`config.mk`:
```
export PLATFORM = sky130hd
export DESIGN_NAME = vdp_cpu_port
export DESIGN_NICKNAME = d
export VERILOG_FILES = /design/src/rtl/vdp_cpu_port.sv
export SDC_FILE = /design/constraint.sdc
export NUM_CORES = 1
export LEC_CHECK = 0
export ABC_AREA = 1
export BUFFER_PORTS_ARGS = -buffer_cell sky130_fd_sc_hd__buf_4
export CAP_MARGIN = 20
export CORE_AREA = 4 4 118 120
export CTS_CLUSTER_SIZE = 25
export DETAILED_ROUTE_END_ITERATION = 8
export DIE_AREA = 0 0 122 124
export PLACE_DENSITY_LB_ADDON = 0.1
export RECOVER_POWER = 100
export SLEW_MARGIN = 20
export SYNTH_ARGS = -nofsm -noshare
export SYNTH_HDL_FRONTEND = slang
export SYNTH_SLANG_ARGS = --single-unit
```
`constraint.sdc`:
```
create_clock -name clk -period 2.1 [get_ports clk]
set_clock_uncertainty 0.2 [all_clocks]
set_input_delay 0.21 -clock clk [delete_from_list [all_inputs] [get_ports clk]]
set_output_delay 0.21 -clock clk [all_outputs]
set_load 0.005 [all_outputs]
```
`src/rtl/vdp_cpu_port.sv`:
```
// vdp_cpu_port: CPU-side port of a TMS99xx-family VDP.
// Each Z80 IO access is decoded exactly once. The block owns:
//   - the two-byte control latch and the register file,
//   - the VRAM address with auto-increment,
//   - the read-ahead buffer and the VRAM request/ack handshake,
//   - the status register, whose flags clear when it is read.
// Ports:
//   clk, reset_n        clock, async active-low reset
//   clk_en              CPU enable; IO strobes are sampled only when high
//   io_rd/io_wr         decoded IO strobes; port_sel 0=data, 1=control
//   cpu_din/cpu_dout    CPU data bus
//   wait_n              low while a data-side access waits on VRAM
//   vram_*              single-outstanding VRAM request/ack port
//   frame/coll/fifth_*  status event pulses from the renderer
//   regs                flattened register file, reg n at [8n+7:8n]
//   int_n               registered interrupt request (F & reg1 bit5)
module vdp_cpu_port #(
  parameter int ADDR_BITS = 14,
  parameter int NUM_REGS  = 8,
  parameter int HI_REG    = 14
) (
  input  logic                  clk,
  input  logic                  reset_n,
  input  logic                  clk_en,
  input  logic                  io_rd,
  input  logic                  io_wr,
  input  logic                  port_sel,
  input  logic [7:0]            cpu_din,
  output logic [7:0]            cpu_dout,
  output logic                  wait_n,
  output logic [ADDR_BITS-1:0]  vram_addr,
  output logic [7:0]            vram_wdata,
  output logic                  vram_req,
  output logic                  vram_we,
  input  logic [7:0]            vram_rdata,
  input  logic                  vram_ack,
  input  logic                  frame_pulse,
  input  logic                  coll_pulse,
  input  logic                  fifth_pulse,
  input  logic [4:0]            fifth_num,
  output logic [NUM_REGS*8-1:0] regs,
  output logic                  int_n
);
  localparam int AW = ADDR_BITS;
  localparam logic [AW-1:0] ADDR_ONE = {{(AW-1){1'b0}}, 1'b1};

  typedef enum logic {L_FIRST, L_SECOND} latch_e;
  // Operations that touch the VRAM port or the address; these are the ones
  // that can be deferred behind an outstanding request.
  typedef enum logic [1:0] {OP_DWR, OP_DRD, OP_ASW, OP_ASR} op_e;

  latch_e          latch;
  logic            acc, acc_q, act;
  logic [7:0]      first_byte, rbuf;
  logic [7:0]      reg_q [NUM_REGS];
  logic [AW-1:0]   addr, set_addr;
  logic            f_flag, s5_flag, c_flag, clr_pend, stat_clr;
  logic [4:0]      fifth_field;
  logic            pend_vld;
  op_e             pend_op;
  logic [7:0]      pend_din;
  logic            a_need, ex_vld, store_new;
  op_e             a_op, ex_op;
  logic [7:0]      ex_din;

  // Edge detect on the enabled strobe; holding a strobe over several
  // enables produces only one action.
  assign acc = clk_en & (io_rd | io_wr);
  assign act = acc & ~acc_q;

  assign cpu_dout = port_sel ? {f_flag, s5_flag, c_flag, fifth_field} : rbuf;

  // Status flags clear on the first enabled cycle after the read strobe drops.
  assign stat_clr = clr_pend & clk_en & ~io_rd;

  for (genvar g = 0; g < NUM_REGS; g++) begin : g_regs
    assign regs[8*g +: 8] = reg_q[g];
  end

  // Address-setup value; wide parts take their top bits from HI_REG.
  if (AW > 14) begin : g_hi
    assign set_addr = {reg_q[HI_REG][AW-15:0], ex_din[5:0], first_byte};
  end else begin : g_lo
    assign set_addr = {ex_din[5:0], first_byte};
  end

  // Which new access needs the VRAM sequencer.
  always_comb begin
    a_need = 1'b0;
    a_op   = OP_DWR;
    if (act) begin
      if (!port_sel) begin
        a_need = 1'b1;
        a_op   = io_wr ? OP_DWR : OP_DRD;
      end else if (io_wr && latch == L_SECOND && !cpu_din[7]) begin
        a_need = 1'b1;
        a_op   = cpu_din[6] ? OP_ASW : OP_ASR;
      end
    end
  end

  // A deferred access runs first once the port is free; a new access that
  // finds the port busy (or a deferred one ahead of it) is parked instead.
  always_comb begin
    ex_vld    = 1'b0;
    ex_op     = pend_op;
    ex_din    = pend_din;
    store_new = a_need & (vram_req | pend_vld);
    if (!vram_req) begin
      if (pend_vld) begin
        ex_vld = 1'b1;
      end else if (a_need) begin
        ex_vld = 1'b1;
        ex_op  = a_op;
        ex_din = cpu_din;
      end
    end
  end

  always_ff @(posedge clk or negedge reset_n) begin
    if (!reset_n) begin
      acc_q       <= 1'b0;
      latch       <= L_FIRST;
      first_byte  <= 8'h00;
      rbuf        <= 8'h00;
      addr        <= '0;
      for (int i = 0; i < NUM_REGS; i++) reg_q[i] <= 8'h00;
      f_flag      <= 1'b0;
      s5_flag     <= 1'b0;
      c_flag      <= 1'b0;
      fifth_field <= 5'd0;
      clr_pend    <= 1'b0;
      int_n       <= 1'b1;
      vram_req    <= 1'b0;
      vram_we     <= 1'b0;
      vram_addr   <= '0;
      vram_wdata  <= 8'h00;
      wait_n      <= 1'b1;
      pend_vld    <= 1'b0;
      pend_op     <= OP_DWR;
      pend_din    <= 8'h00;
    end else begin
      if (clk_en) acc_q <= acc;

      if (stat_clr) clr_pend <= 1'b0;
      // Set pulses win over a coinciding clear.
      f_flag  <= (f_flag & ~stat_clr) | frame_pulse;
      c_flag  <= (c_flag & ~stat_clr) | coll_pulse;
      s5_flag <= (s5_flag & ~stat_clr) | (fifth_pulse & ~f_flag & ~s5_flag);
      if (fifth_pulse && !s5_flag) fifth_field <= fifth_num;
      int_n <= ~(f_flag & reg_q[1][5]);

      if (act) begin
        if (port_sel && io_wr) begin
          if (latch == L_FIRST) begin
            first_byte <= cpu_din;
            latch      <= L_SECOND;
          end else begin
            latch <= L_FIRST;
            if (cpu_din[7])
              for (int i = 0; i < NUM_REGS; i++)
                if (cpu_din[5:0] == 6'(i)) reg_q[i] <= first_byte;
          end
        end else begin
          latch <= L_FIRST;
          if (port_sel) clr_pend <= 1'b1;
        end
      end

      if (vram_req && vram_ack) begin
        vram_req <= 1'b0;
        if (!vram_we) rbuf <= vram_rdata;
      end

      if (ex_vld) begin
        pend_vld <= 1'b0;
        wait_n   <= 1'b1;
        case (ex_op)
          OP_DWR: begin
            vram_req   <= 1'b1;
            vram_we    <= 1'b1;
            vram_addr  <= addr;
            vram_wdata <= ex_din;
            rbuf       <= ex_din;
            addr       <= addr + ADDR_ONE;
          end
          OP_DRD: begin
            vram_req  <= 1'b1;
            vram_we   <= 1'b0;
            vram_addr <= addr;
            addr      <= addr + ADDR_ONE;
          end
          OP_ASW: addr <= set_addr;
          default: begin
            vram_req  <= 1'b1;
            vram_we   <= 1'b0;
            vram_addr <= set_addr;
            addr      <= set_addr + ADDR_ONE;
          end
        endcase
      end

      if (store_new) begin
        pend_vld <= 1'b1;
        pend_op  <= a_op;
        pend_din <= cpu_din;
        wait_n   <= 1'b0;
      end
    end
  end
endmodule

```
Word-level counts from Yosys, hierarchy flattened
Index checks and enable logic that the tools add are counted.
- register bits: 142
- logic and storage cells: 122
- $add $sub $neg: 2
- eq/ne operators: 9
- multiplexer cells: 38
- bitwise gates (word level): 24
- reduce and logical (&&, ||, !) cells: 22
- operators by type and width (cell ; count):
    $mux W8 ; 8
    $pmux W14 S2 ; 2
    $reduce_and A5 Y1 ; 8
    $add A14 B1 Y14 const B ; 2
    $eq A6 B3 Y1 const B ; 4
    $mux W1 ; 21
    $eq A6 B2 Y1 const B ; 2
    $mux W2 ; 6
    $and A1 B1 Y1 ; 11
    $not A1 Y1 ; 8
    $eq A6 B1 Y1 const B ; 1
    $logic_not A6 Y1 ; 1
    $logic_and A1 B1 Y1 ; 5
    $or A1 B1 Y1 ; 5
    $reduce_and A2 Y1 ; 2
    $reduce_and A3 Y1 ; 1
    $eq A2 B1 Y1 const B ; 1
    $eq A2 B2 Y1 const B ; 1
    $logic_not A1 Y1 ; 2
    $logic_not A2 Y1 ; 1
    $pmux W1 S2 ; 1
    $reduce_bool A2 Y1 ; 1
    $reduce_or A2 Y1 ; 1

Depth between registers and ports, before layout
Gate-level depths: netlist (run 1).
- depth after elaboration: 11
- gate-level depth with buffers: 18
- gate-level depth less buffers: 17

Worst setup path after synthesis (run 1)
OpenSTA, ideal clock, no wires.
- path kind: register to register
- from: register acc_q
- to: register addr[12]
- setup time: 0.125 ns
- data arrival time: 2.049 ns
- data required time: 1.775 ns
- path slack: -0.274 ns
- cell stages (with the launch flop): 15
- buffers on the path: 1
- clock period less this slack: 2.374 ns
- cells stage by stage: dfrtp_1 nor3_4 nand3_2 nand2_4 buf_12 nand2_2 nand2_2 ha_1 inv_1 nor2_1 nand2_1 nor2_4 nand3_1 nand2_1 nand3_1
- word-level cells in the longest chain between the ends: 9
- elaborated cells between the ends (all ways): 19
- classes of those cells: 1 x add/sub; 2 x eq/ne; 12 x mux; 2 x bitwise; 2 x reduce/logical
- RTL lines (element ; RTL line ; source):
    start: declaration ; 53 ; logic acc, acc_q, act;
    start signal: assignment ; 122 ; acc_q <= 1'b0;
    start signal: assignment ; 143 ; if (clk_en) acc_q <= acc;
    $not A1 Y1 (*) ; 69 ; assign act = acc & ~acc_q;
    $and A1 B1 Y1 (*) ; 69 ;
    parallel branches: the longest is 7 deep, another holds $add A14 B1 Y14 ; -- ;
    end signal: assignment ; 185 ; addr <= addr + ADDR_ONE;
    end signal: assignment ; 191 ; addr <= addr + ADDR_ONE;
    end signal: assignment ; 193 ; OP_ASW: addr <= set_addr;
    end: declaration ; 56 ; logic [AW-1:0] addr, set_addr;
Every way passes the cells marked *.
A chain may end at the register's enable or synchronous reset.

Final worst setup path (run 1)
- from: register acc_q
- to: register addr[10]
Same word-level chain as after synthesis.

==> impl_results.md, run 1 <==
- Dpl hpwl: 12.4 mm
- Initial DRT Pass Iterations: 4
- Failing checks: negative setup slack
- Arrival @ worst endpoint: 2.50 ns
- Row cnt: 42
- Initial Util: 48.2%
- Setup Crit Path Kind: reg2reg
- Yosys cell types: 40
- Routed Antenna Nets: 0
- Max-cap violations: 0
- Via count of the routed design: 5857
- Crit end category: flip-flop
- Hold_ws: 0.0147 ns
- Pins over their slew limit: 0
- Simple logic cell fraction of the synthesized area: 23.8%
- YS warnings: 0
- Die span in y: 124 um
- Final net count: 1002
- Largest family of logic cells by synthesized area: simple AND/OR/NAND/NOR gates
- Fin cells: 1159
- Clk_lat worst skew: 0.42 ns
- Vias in the first global route: 6109
- Worst-path clk slew: 0.06 ns
- Outcome: finished with violations
- Cell area power density: 1020 mW/mm^2
- Max incr delay on CP: 0.41 ns
- Clock H-tree levels: 4
- # diodes: 0
- Setup slack after layout: -0.253 ns
- Routability Congestion: 0.899
- Critical path, cell by cell: nor3_4 -> buf_12 -> nand3_4 -> nand2_4 -> nand2_8 -> o21ai_4 -> ha_4 -> inv_2 -> nor2_4 -> nand2_2 -> nor2_4 -> nand2_2 -> nand2_2 -> nand2_2 -> nor2_2
- P&R area growth vs syn: 50.6%
- Hold WC Path Type: in2reg
- Synth Cell Area: 0.00626 mm^2
- Final Critical Period: 2.35 ns
- Family with the most delay on the worst path: simple AND/OR/NAND/NOR gates
- Synth Area in Compound Gates: 11.3%
- I/O Pins: 129
- TritonCTS clock tree: built
- Post-Syn Instances: 709
- RSZ-0062 raised after global routing: true
- Largest net degree at the start of global routing: 96
- Remaining DRCs: 0
- Leakage: 4.62 nW
- Top cell type's share of synthesized area: 56.0%
- Final setup fails: 97
- Final WL: 18.2 mm
- Vias per inst: 5.05
- Seq/Total Area, Yosys: 56.8%
- Critical Path RT: 2.25 ns
- Critical path's slowest cell: dfrtp_1
- Critical path fanouts, max: 7
- Max clock buf depth: 2
- GRT Total Usage: 25.6%
- Area contributors post-synth: dfrtp_1 (56%), nand2_1 (13%), o21ai_0 (8.7%), inv_1 (3.4%), nor2_1 (2.6%)
- Nature of the critical path startpoint: flip-flop
- Area of the core: 0.0130 mm^2
- Die W: 122 um
- Wire length per cell: 15.7 um
- Max IR drop VDD: 0.000513 V
- Initial antenna violation count: 0
- Syn_nets: 741
- Placed insts: 1076
- Die footprint: 0.0151 mm^2
- GR Overflow Total: 0
- Root Driver: clkbuf_16
- Final period util: 112%
- WP buf/inv: 2
- Port Buffers: 128
- Layout cells sized above 1: 36.3%
- Worst-margin pin slew: 1.27 ns
- CTS buffer count: 17
- Number of fill cells: 1019
- Fmax: 425 MHz
- Seq cells post-synth: 142
- Yosys top cell by area: dfrtp_1
- Rel. slew slack: 15.3%
- Clk sinks: 142
- Synth Area in Adders: 0.200%
- Post-synthesis xor/xnor area fraction: 0%
- Synth Area per Inst: 8.82 um^2
- Final hold violation count: 0
- Most used cell, CP: nand2_2
- DR iter-0 viols: 374
- Global-route wire length before repair: 30.0 mm
- Multiplexer share of the synthesized area: 2.34%
## where the power goes
| part | internal (mW) | switching, mW |
|---|---|---|
| registers | 3.32 | 0.344 |
| clock network | 1.90 | 1.18 |
| logic | 1.35 | 1.48 |
| total | 6.58 | 3.00 |
## final cells by class
| cell class | count | area, um^2 | share of cell area, % |
|---|---|---|---|
| clock inverters | 13 | 164 | 1.74 |
| repair buffers | 260 | 2050 | 21.7 |
| clock buffers | 19 | 443 | 4.70 |
| well taps | 176 | 220 | 2.34 |
| inverters | 62 | 250 | 2.66 |
| flip-flops and latches | 142 | 3560 | 37.7 |
| multi-input cells | 487 | 2740 | 29.1 |
## through the flow
step / setup TNS (ns) / worst slack [ns] / power (mW) / util, % / instance area (um^2)
after floorplan: -1.53 / -0.212 / 4.95 / - / 6380
after global placement: -9.51 / -0.182 / 6.29 / 62.3 / 8090
after detailed placement: -16.16 / -0.286 / 6.39 / 62.3 / 8090
after CTS: -10.01 / -0.277 / 9.63 / 72.6 / 9420
after global routing: -22.69 / -0.374 / 10.2 / 72.6 / 9420
final: -9.61 / -0.253 / 9.57 / 72.6 / 9420
## per-layer routing
layer | track usage, % | wire length, um | vias to the layer above
met5 | 0 | 0 | -
met4 | 10.6 | 502 | 0
met3 | 6.31 | 1140 | 41
met2 | 43.9 | 9250 | 159
met1 | 31.2 | 7320 | 2819
li1 | - | - | 2838
## synth_stat cells, drive strengths merged
library cell and n:
buf 10, o31ai 1, nand2 236, o21ai 113
a31oi 3, dfrtp 140, nor3 8, nand3b 4
clkbuf 10, mux2 13, nor4 3, o21bai 2
nand4 3, o221ai 1, ha 1, clkinv 1
a21o 1, o211ai 4, inv 61, nand3 33
nor2 51, dfstp 2, o22ai 3, a21oi 5
## flip-flops by register name (all words and copies together) (netlist names)
name,count
regs,64
addr,14
vram_addr,14
first_byte,8
pend_din,8
rbuf,8
vram_wdata,8
fifth_field,5
pend_op,2
acc_q,1
c_flag,1
clr_pend,1
f_flag,1
int_n,1
latch,1
pend_vld,1
s5_flag,1
vram_req,1
vram_we,1
wait_n,1
## worst reg2reg max path, stage by stage, from the launching register on
cell and delay, ns:
dfrtp_1 0.41, nor3_4 0.21, buf_12 0.15, nand3_4 0.07, nand2_4 0.11, nand2_8 0.08
o21ai_4 0.16, ha_4 0.15, inv_2 0.05, nor2_4 0.08, nand2_2 0.08, nor2_4 0.17
nand2_2 0.12, nand2_2 0.08, nand2_2 0.06, nor2_2 0.12
## cells by family (layout without fill, tap and decap cells)
group,Yosys count,after routing
simple gates,338,340
flops,142,142
compound gates,133,133
buf+inv,82,354
mux,13,13
fa+ha+maj,1,1
## path summary, 6_finish.rpt
check / start / to / slack, ns / cells after the start
max in group asynchronous: reset_n / regs[22] / 0.33 / 3
worst max register to register: acc_q / addr[10] / -0.25 / 15
min in group asynchronous: reset_n / fifth_field[1] / 0.51 / 3
worst max-delay path: acc_q / addr[10] / -0.25 / 15
worst min register to register: f_flag / int_n / 0.23 / 1
worst min-delay path: cpu_din[7] / pend_din[7] / 0.01 / 4
## cell usage in the layout (no fill, tap or decap), types with 20 or more instances in the layout
cell / count
inv_1: 51
nand2_1: 191
nor2_1: 33
clkbuf_4: 80
nand3_1: 20
o21ai_0: 44
dlygate4sd3_1: 30
o21ai_1: 63
buf_6: 20
dfrtp_1: 140
buf_4: 106
nand2_2: 34
clkbuf_1: 21
## repair_timing
| action | in CTS | in global routing |
|---|---|---|
| pin swaps | 17 | 14 |
| hold endpoints to repair | 179 | 0 |
| cloned | 7 | 1 |
| setup buffers | 13 | 1 |
| endpoints found under the setup margin | 111 | 118 |
| hold buffers | 30 | 0 |
| gates resized for setup | 131 | 37 |
Note: power is estimated with default switching activity, not from simulation.
==> inputs of run 2 (changes only) <==
- CORE_AREA: 4 4 118 120 -> 4 4 112 114
- DIE_AREA: 0 0 122 124 -> 0 0 116 118
- REMOVE_ABC_BUFFERS: default -> 1
- clock period: 2.1 -> 2.51 ns (I/O delays scaled with it)
==> run 2 against run 1 <==
  * The run now ends clean
  * Combinational power down 31%
  * Via count down 4.2%
  * Cell area down 10%
  * Sequential power down 17%
  * Global-route usage down 0.58 points
  * Sequential share of layout area up 4.2 points
  * Worst setup slack better by 0.33 ns
==> impl_results.md, run 2 (synthesis results as in run 1) <==
- Clk sinks: 142
- Net Sw Frac: 30.1%
- GRT Total Usage: 25.1%
- Global-route wire length before repair: 27.1 mm
- Cell area power density: 896 mW/mm^2
- Via count of the routed design: 5611
- Outcome: finished clean
- Initial DRT Pass Iterations: 5
- Commonest non-fill, non-tap cells in the layout: nand2_1 (217), dfrtp_1 (140), o21ai_0 (106)
- Die W: 116 um
- Setup tns final: 0 ns
- Root Driver: clkbuf_16
- Vias in the first global route: 5486
- Critical path's slowest cell: dfrtp_1
- Port Buffers: 128
- Sw Pwr: 2.29 mW
- Row cnt: 39
- Final period util: 97.1%
- I/O Pins: 129
- Max clock buf depth: 2
- Max-cap violations: 0
- CTS buffer count: 17
- Largest net degree at the start of global routing: 66
- Area of the core: 0.0114 mm^2
- Final net count: 932
- Worst-path clk slew: 0.06 ns
- Hold WC Path Type: in2reg
- Final hold violation count: 0
- Critical Path RT: 2.66 ns
- Final WL: 16.7 mm
- Post-DP Area: 0.00754 mm^2
- Routed Antenna Nets: 0
- P&R area growth vs syn: 35.5%
- Initial antenna violation count: 0
- Fmax: 410 MHz
- Critical path fanouts, max: 7
- Die span in y: 118 um
- Pins over their slew limit: 0
- Reg power frac: 40.3%
- Rel. slew slack: 18.6%
- Number of fill cells: 840
- Initial Util: 54.8%
- Leakage: 4.24 nW
- Gate power share: 25.5%
- Arrival @ worst endpoint: 2.59 ns
- Max IR drop VDD: 0.000665 V
- Max reg flops: 64
- GR Overflow Total: 0
- Crit end category: flip-flop
- Final Critical Period: 2.44 ns
- Nature of the critical path startpoint: flip-flop
- Hold_ws: 0.0560 ns
- RSZ-0062 raised after global routing: true
- Clock H-tree levels: 4
- Max incr delay on CP: 0.40 ns
- DR iter-0 viols: 531
- Remaining DRCs: 0
- Most used cell, CP: nand2_2
- Layout cells sized above 1: 26.3%
- Fin area: 0.00848 mm^2
- Wire length per cell: 15.8 um
- Clk_lat worst skew: 0.41 ns
- Routability Congestion: 0.873
- Worst-margin pin slew: 1.22 ns
- Final Util: 74.3%
- TritonCTS clock tree: built
- Dpl hpwl: 11.3 mm
- # diodes: 0
- Vias per inst: 5.31
- Die footprint: 0.0137 mm^2
- Clock Power Share: 34.2%
- Power Total: 7.60 mW
- Critical path, cell by cell: nor3_4 -> buf_6 -> nand3_4 -> nand2_8 -> nand2_8 -> o21ai_4 -> ha_2 -> inv_2 -> nor2_2 -> nand2_2 -> nor2_4 -> nand2_2 -> nand2_2 -> nand2_1 -> nor2_1
- Final setup fails: 0
- Commonest non-fill, non-tap cell in the layout: nand2_1
- Power Internal: 5.31 mW
- Setup Crit Path Kind: reg2reg
-- run 2: cell types whose count changed in the layout (fill, tap and decap cells not counted), sizes merged --
cell / previous run / this run
inv: 63 / 61
dlygate4sd3: 30 / 29
buf: 128 / 65
clkinvlp: 2 / 1
nand3: 34 / 33
clkbuf: 121 / 119
-- run 2: metal layers --
layer,global-route usage [%],wire length (um)
met3,5.09,1090
met1,33.5,7070
met5,0,0
met2,40.3,8220
met4,9.21,280
-- run 2: path summary, 6_finish.rpt --
| check | start | to | slack, ns | cells past startpoint |
|---|---|---|---|---|
| min in group asynchronous | reset_n | regs[28] | 0.43 | 2 |
| worst min register to register | regs[13] | int_n | 0.25 | 1 |
| worst min-delay path | clk_en | s5_flag | 0.06 | 4 |
| worst max register to register | acc_q | addr[10] | 0.07 | 15 |
| max in group asynchronous | reset_n | addr[9] | 0.30 | 3 |
| worst max-delay path | acc_q | addr[10] | 0.07 | 15 |
-- run 2: what timing repair did --
| item | in CTS | in global routing |
|---|---|---|
| endpoints found under the setup margin | 2 | 51 |
| buffers inserted | 0 | 4 |
| endpoints found under the hold margin | 79 | 0 |
| pin swaps | 1 | 11 |
| gates cloned | 0 | 1 |
| resized for setup | 1 | 15 |
| hold buffers | 29 | 0 |
-- run 2: worst max-delay path, delay by kind of cell, from the launching register on --
family | cells | cell delay (ns)
and+or+nand+nor | 11 | 1.18
DFF | 1 | 0.40
adders and majority gates | 1 | 0.21
buffers and inverters | 2 | 0.18
AOI/OAI and AO/OA | 1 | 0.18
-- run 2: power groups by stage --
stage	clock (mW)	combinational (mW)	sequential [mW]
floorplan	0	1.02	3.04
global placement	0	1.85	3.08
detailed placement	0	1.89	3.09
CTS	2.63	1.95	3.06
global route	2.73	2.18	3.12
finish	2.60	1.94	3.06
-- run 2: cell type report --
| cell class | count | area [um^2] | share of cell area (%) |
|---|---|---|---|
| repair buffers | 191 | 1470 | 17.4 |
| clock buffers | 22 | 484 | 5.71 |
| inverters | 62 | 233 | 2.74 |
| well taps | 143 | 179 | 2.11 |
| multi-input cells | 486 | 2420 | 28.5 |
| clock inverters | 10 | 135 | 1.59 |
| flip-flops and latches | 142 | 3560 | 41.9 |
-- run 2: stage by stage --
stage / cells / setup slack [ns]
after CTS: 1051 / 0.000904
after global placement: 990 / 0.146
after global routing: 1056 / -0.0924
after detailed placement: 990 / 0.0267
after floorplan: 689 / 0.00957
final: 1056 / 0.0735
==> inputs of run 3 (changes only) <==
- CORE_AREA: 4 4 112 114 -> 2 2 110 112
- CTS_BUF_LIST: default -> sky130_fd_sc_hd__clkbuf_8
- DIE_AREA: 0 0 116 118 -> 0 0 112 114
==> run 3 against run 2 <==
  * The flow now finishes with violations (max-capacitance violations, max-slew violations)
  * Worst setup slack lost 0.0011 ns
  * Cell count grew 1.2%
  * Register-to-register slack is essentially flat
  * Critical endpoint unchanged
  * Largest power group unchanged
==> impl_results.md, run 3 (synthesis results as in run 1) <==
- Clock H-tree levels: 4
- Final net count: 941
- # diodes: 0
- Initial DRT Pass Iterations: 5
- Nature of the critical path startpoint: input pin
- Die W: 112 um
- Crit end category: flip-flop
- WP buf/inv: 5
- Rel. slew slack: -7.27%
- Fin area: 0.00842 mm^2
- Clk_lat worst skew: 0.45 ns
- Met1 usage: 34.4%
- Final Critical Period: 2.44 ns
- R2r setup slk: 0.08 ns
- Commonest non-fill, non-tap cells in the layout: nand2_1 (213), dfrtp_1 (140), o21ai_0 (105)
- Max incr delay on CP: 0.57 ns
- Worst-margin pin slew: 1.61 ns
- Critical Path RT: 2.70 ns
- Commonest non-fill, non-tap cell in the layout: nand2_1
- Vias in the first global route: 5575
- Worst Hold Endpoint: pend_din[1]
- Hold wc startpoint: cpu_din[1]
- Final setup fails: 0
- Max-cap violations: 1
- Power Internal: 4.66 mW
- Clk sinks: 142
- Family with the most delay on the worst path: simple AND/OR/NAND/NOR gates
- Sw Pwr: 2.32 mW
- DR iter-0 viols: 425
- Area of the core: 0.0117 mm^2
- Row cnt: 40
- WHS Path Cells: 3
- Reg-to-reg endpoint: addr[10]
- Final WL: 16.7 mm
- Die span in y: 114 um
- Initial Util: 53.4%
- Max IR drop VDD: 0.000612 V
- CTS buffer count: 17
- Remaining DRCs: 0
- Post-DP Area: 0.00757 mm^2
- Largest net degree at the start of global routing: 66
- Critical path, cell by cell: buf_4 -> dlygate4sd3_1 -> inv_2 -> nand3_4 -> nand2_2 -> nand3_4 -> nand2_8 -> buf_12 -> nand2_4 -> nand2_1 -> o21ai_4 -> ha_2 -> inv_2 -> nor2_4 -> nand2_2 -> nor2_4 -> nand2_2 -> nand2_2 -> nand2_1 -> nor2_1
- GR peak layer: met2
- Root Driver: clkbuf_8
- Met3 Usage GRT: 5.90%
- Initial antenna violation count: 0
- Worst-path clk slew: 0.08 ns
- Fin cells: 1069
- Port Buffers: 128
- GR Overflow Total: 0
- Dpl hpwl: 11.6 mm
- Most used cell, CP: nand2_2
- Max clock buf depth: 2
- Cell area power density: 828 mW/mm^2
- Clock Power Share: 27.3%
- Net Sw Frac: 33.2%
- Layout cells sized above 1: 28.5%
- Outcome: finished with violations
- Leakage: 4.23 nW
- Setup Crit Path Kind: in2reg
- P&R area growth vs syn: 34.6%
- RSZ-0062 raised after global routing: true
- Arrival @ worst endpoint: 2.63 ns
- Fmax: 410 MHz
- Critical path fanouts, max: 6
- Via count of the routed design: 5671
- I/O Pins: 129
- Reg power frac: 44.0%
- Gate power share: 28.7%
- Max reg flops: 64
- Final period util: 97.1%
- Routed Antenna Nets: 0
- Met2 usage: 44.8%
- Die footprint: 0.0128 mm^2
- Final hold violation count: 0
- Critical path's slowest cell: dlygate4sd3_1
- Routability Congestion: 0.854
- Global-route wire length before repair: 27.1 mm
- TritonCTS clock tree: built
- GRT Total Usage: 27.0%
- Power Total: 6.97 mW
- Wire length per cell: 15.7 um
- RR Startpoint: acc_q
- Placed insts: 1001
- Pins over their slew limit: 66
- Hold WC Path Type: in2reg
- Failing checks: max-capacitance violations, max-slew violations
- Vias per inst: 5.30
- R2R cell count: 14
==> run 3: worst register-to-register path, stage by stage, from the launching register on <==
cell and delay [ns]:
dfrtp_1 0.41, nor3_4 0.34, nand3_4 0.15, nand2_8 0.13, nand2_8 0.07, o21ai_4 0.16, ha_2 0.21, inv_2 0.05
nor2_4 0.08, nand2_2 0.09, nor2_4 0.19, nand2_2 0.10, nand2_2 0.06, nand2_1 0.04, nor2_1 0.10
==> run 3: layout make-up <==
cell class                 count  area (um^2)
clock inverter                14          165
clock buffer                  18          248
tap                          147          184
inverter                      62          233
sequential                   142         3560
fill                         942         3290
timing repair buffer         200         1560
multi-input combinational    486         2480
==> run 3: routing by layer <==
metal | share of wire, % | wire [um] | vias to the layer above
met5 | 0 | 0 | -
met4 | 2.8 | 470 | 0
met3 | 6.2 | 1040 | 38
met2 | 49 | 8230 | 213
met1 | 42 | 6990 | 2721
li1 | - | - | 2699
==> run 3: stage by stage <==
step / utilization [%] / setup slack (ns) / setup TNS [ns] / hold slack (ns)
after floorplan: - / 0.00957 / 0 / -0.245
after global placement: 64.6 / 0.169 / 0 / 0.0754
after detailed placement: 64.6 / 0.0710 / 0 / 0.0818
after CTS: 70.8 / 0.0229 / 0 / 0.00394
after global routing: 71.9 / -0.0646 / -0.212 / 0.0395
final: 71.9 / 0.0724 / 0 / 0.0275
==> run 3: timing repair <==
| action | in CTS | in global routing |
|---|---|---|
| hold buffers | 31 | 0 |
| endpoints found under the hold margin | 94 | 0 |
| setup endpoints to repair | 0 | 60 |
| buffers inserted | 0 | 6 |
| resized for setup | 0 | 34 |
==> run 3: worst max path at each step <==
stage	start	endpoint	slack, ns	cells after the start
global placement	cpu_din[7]	addr[13]	0.17	14
detailed placement	cpu_din[7]	addr[12]	0.07	16
finish	cpu_din[7]	addr[10]	0.07	20
global route	cpu_din[7]	addr[10]	-0.06	20
floorplan	acc_q	addr[6]	0.01	12
CTS	cpu_din[7]	addr[6]	0.02	16
==> run 3: power by group through the flow <==
stage / Sequential [mW] / Clock [mW] / Combinational [mW]
6_report: 3.07 / 1.90 / 2.00
2_1_floorplan: 3.04 / 0 / 1.02
3_3_place_gp: 3.09 / 0 / 1.87
3_5_place_dp: 3.09 / 0 / 1.92
5_1_grt: 3.13 / 2.02 / 2.23
4_1_cts: 3.07 / 1.93 / 1.97
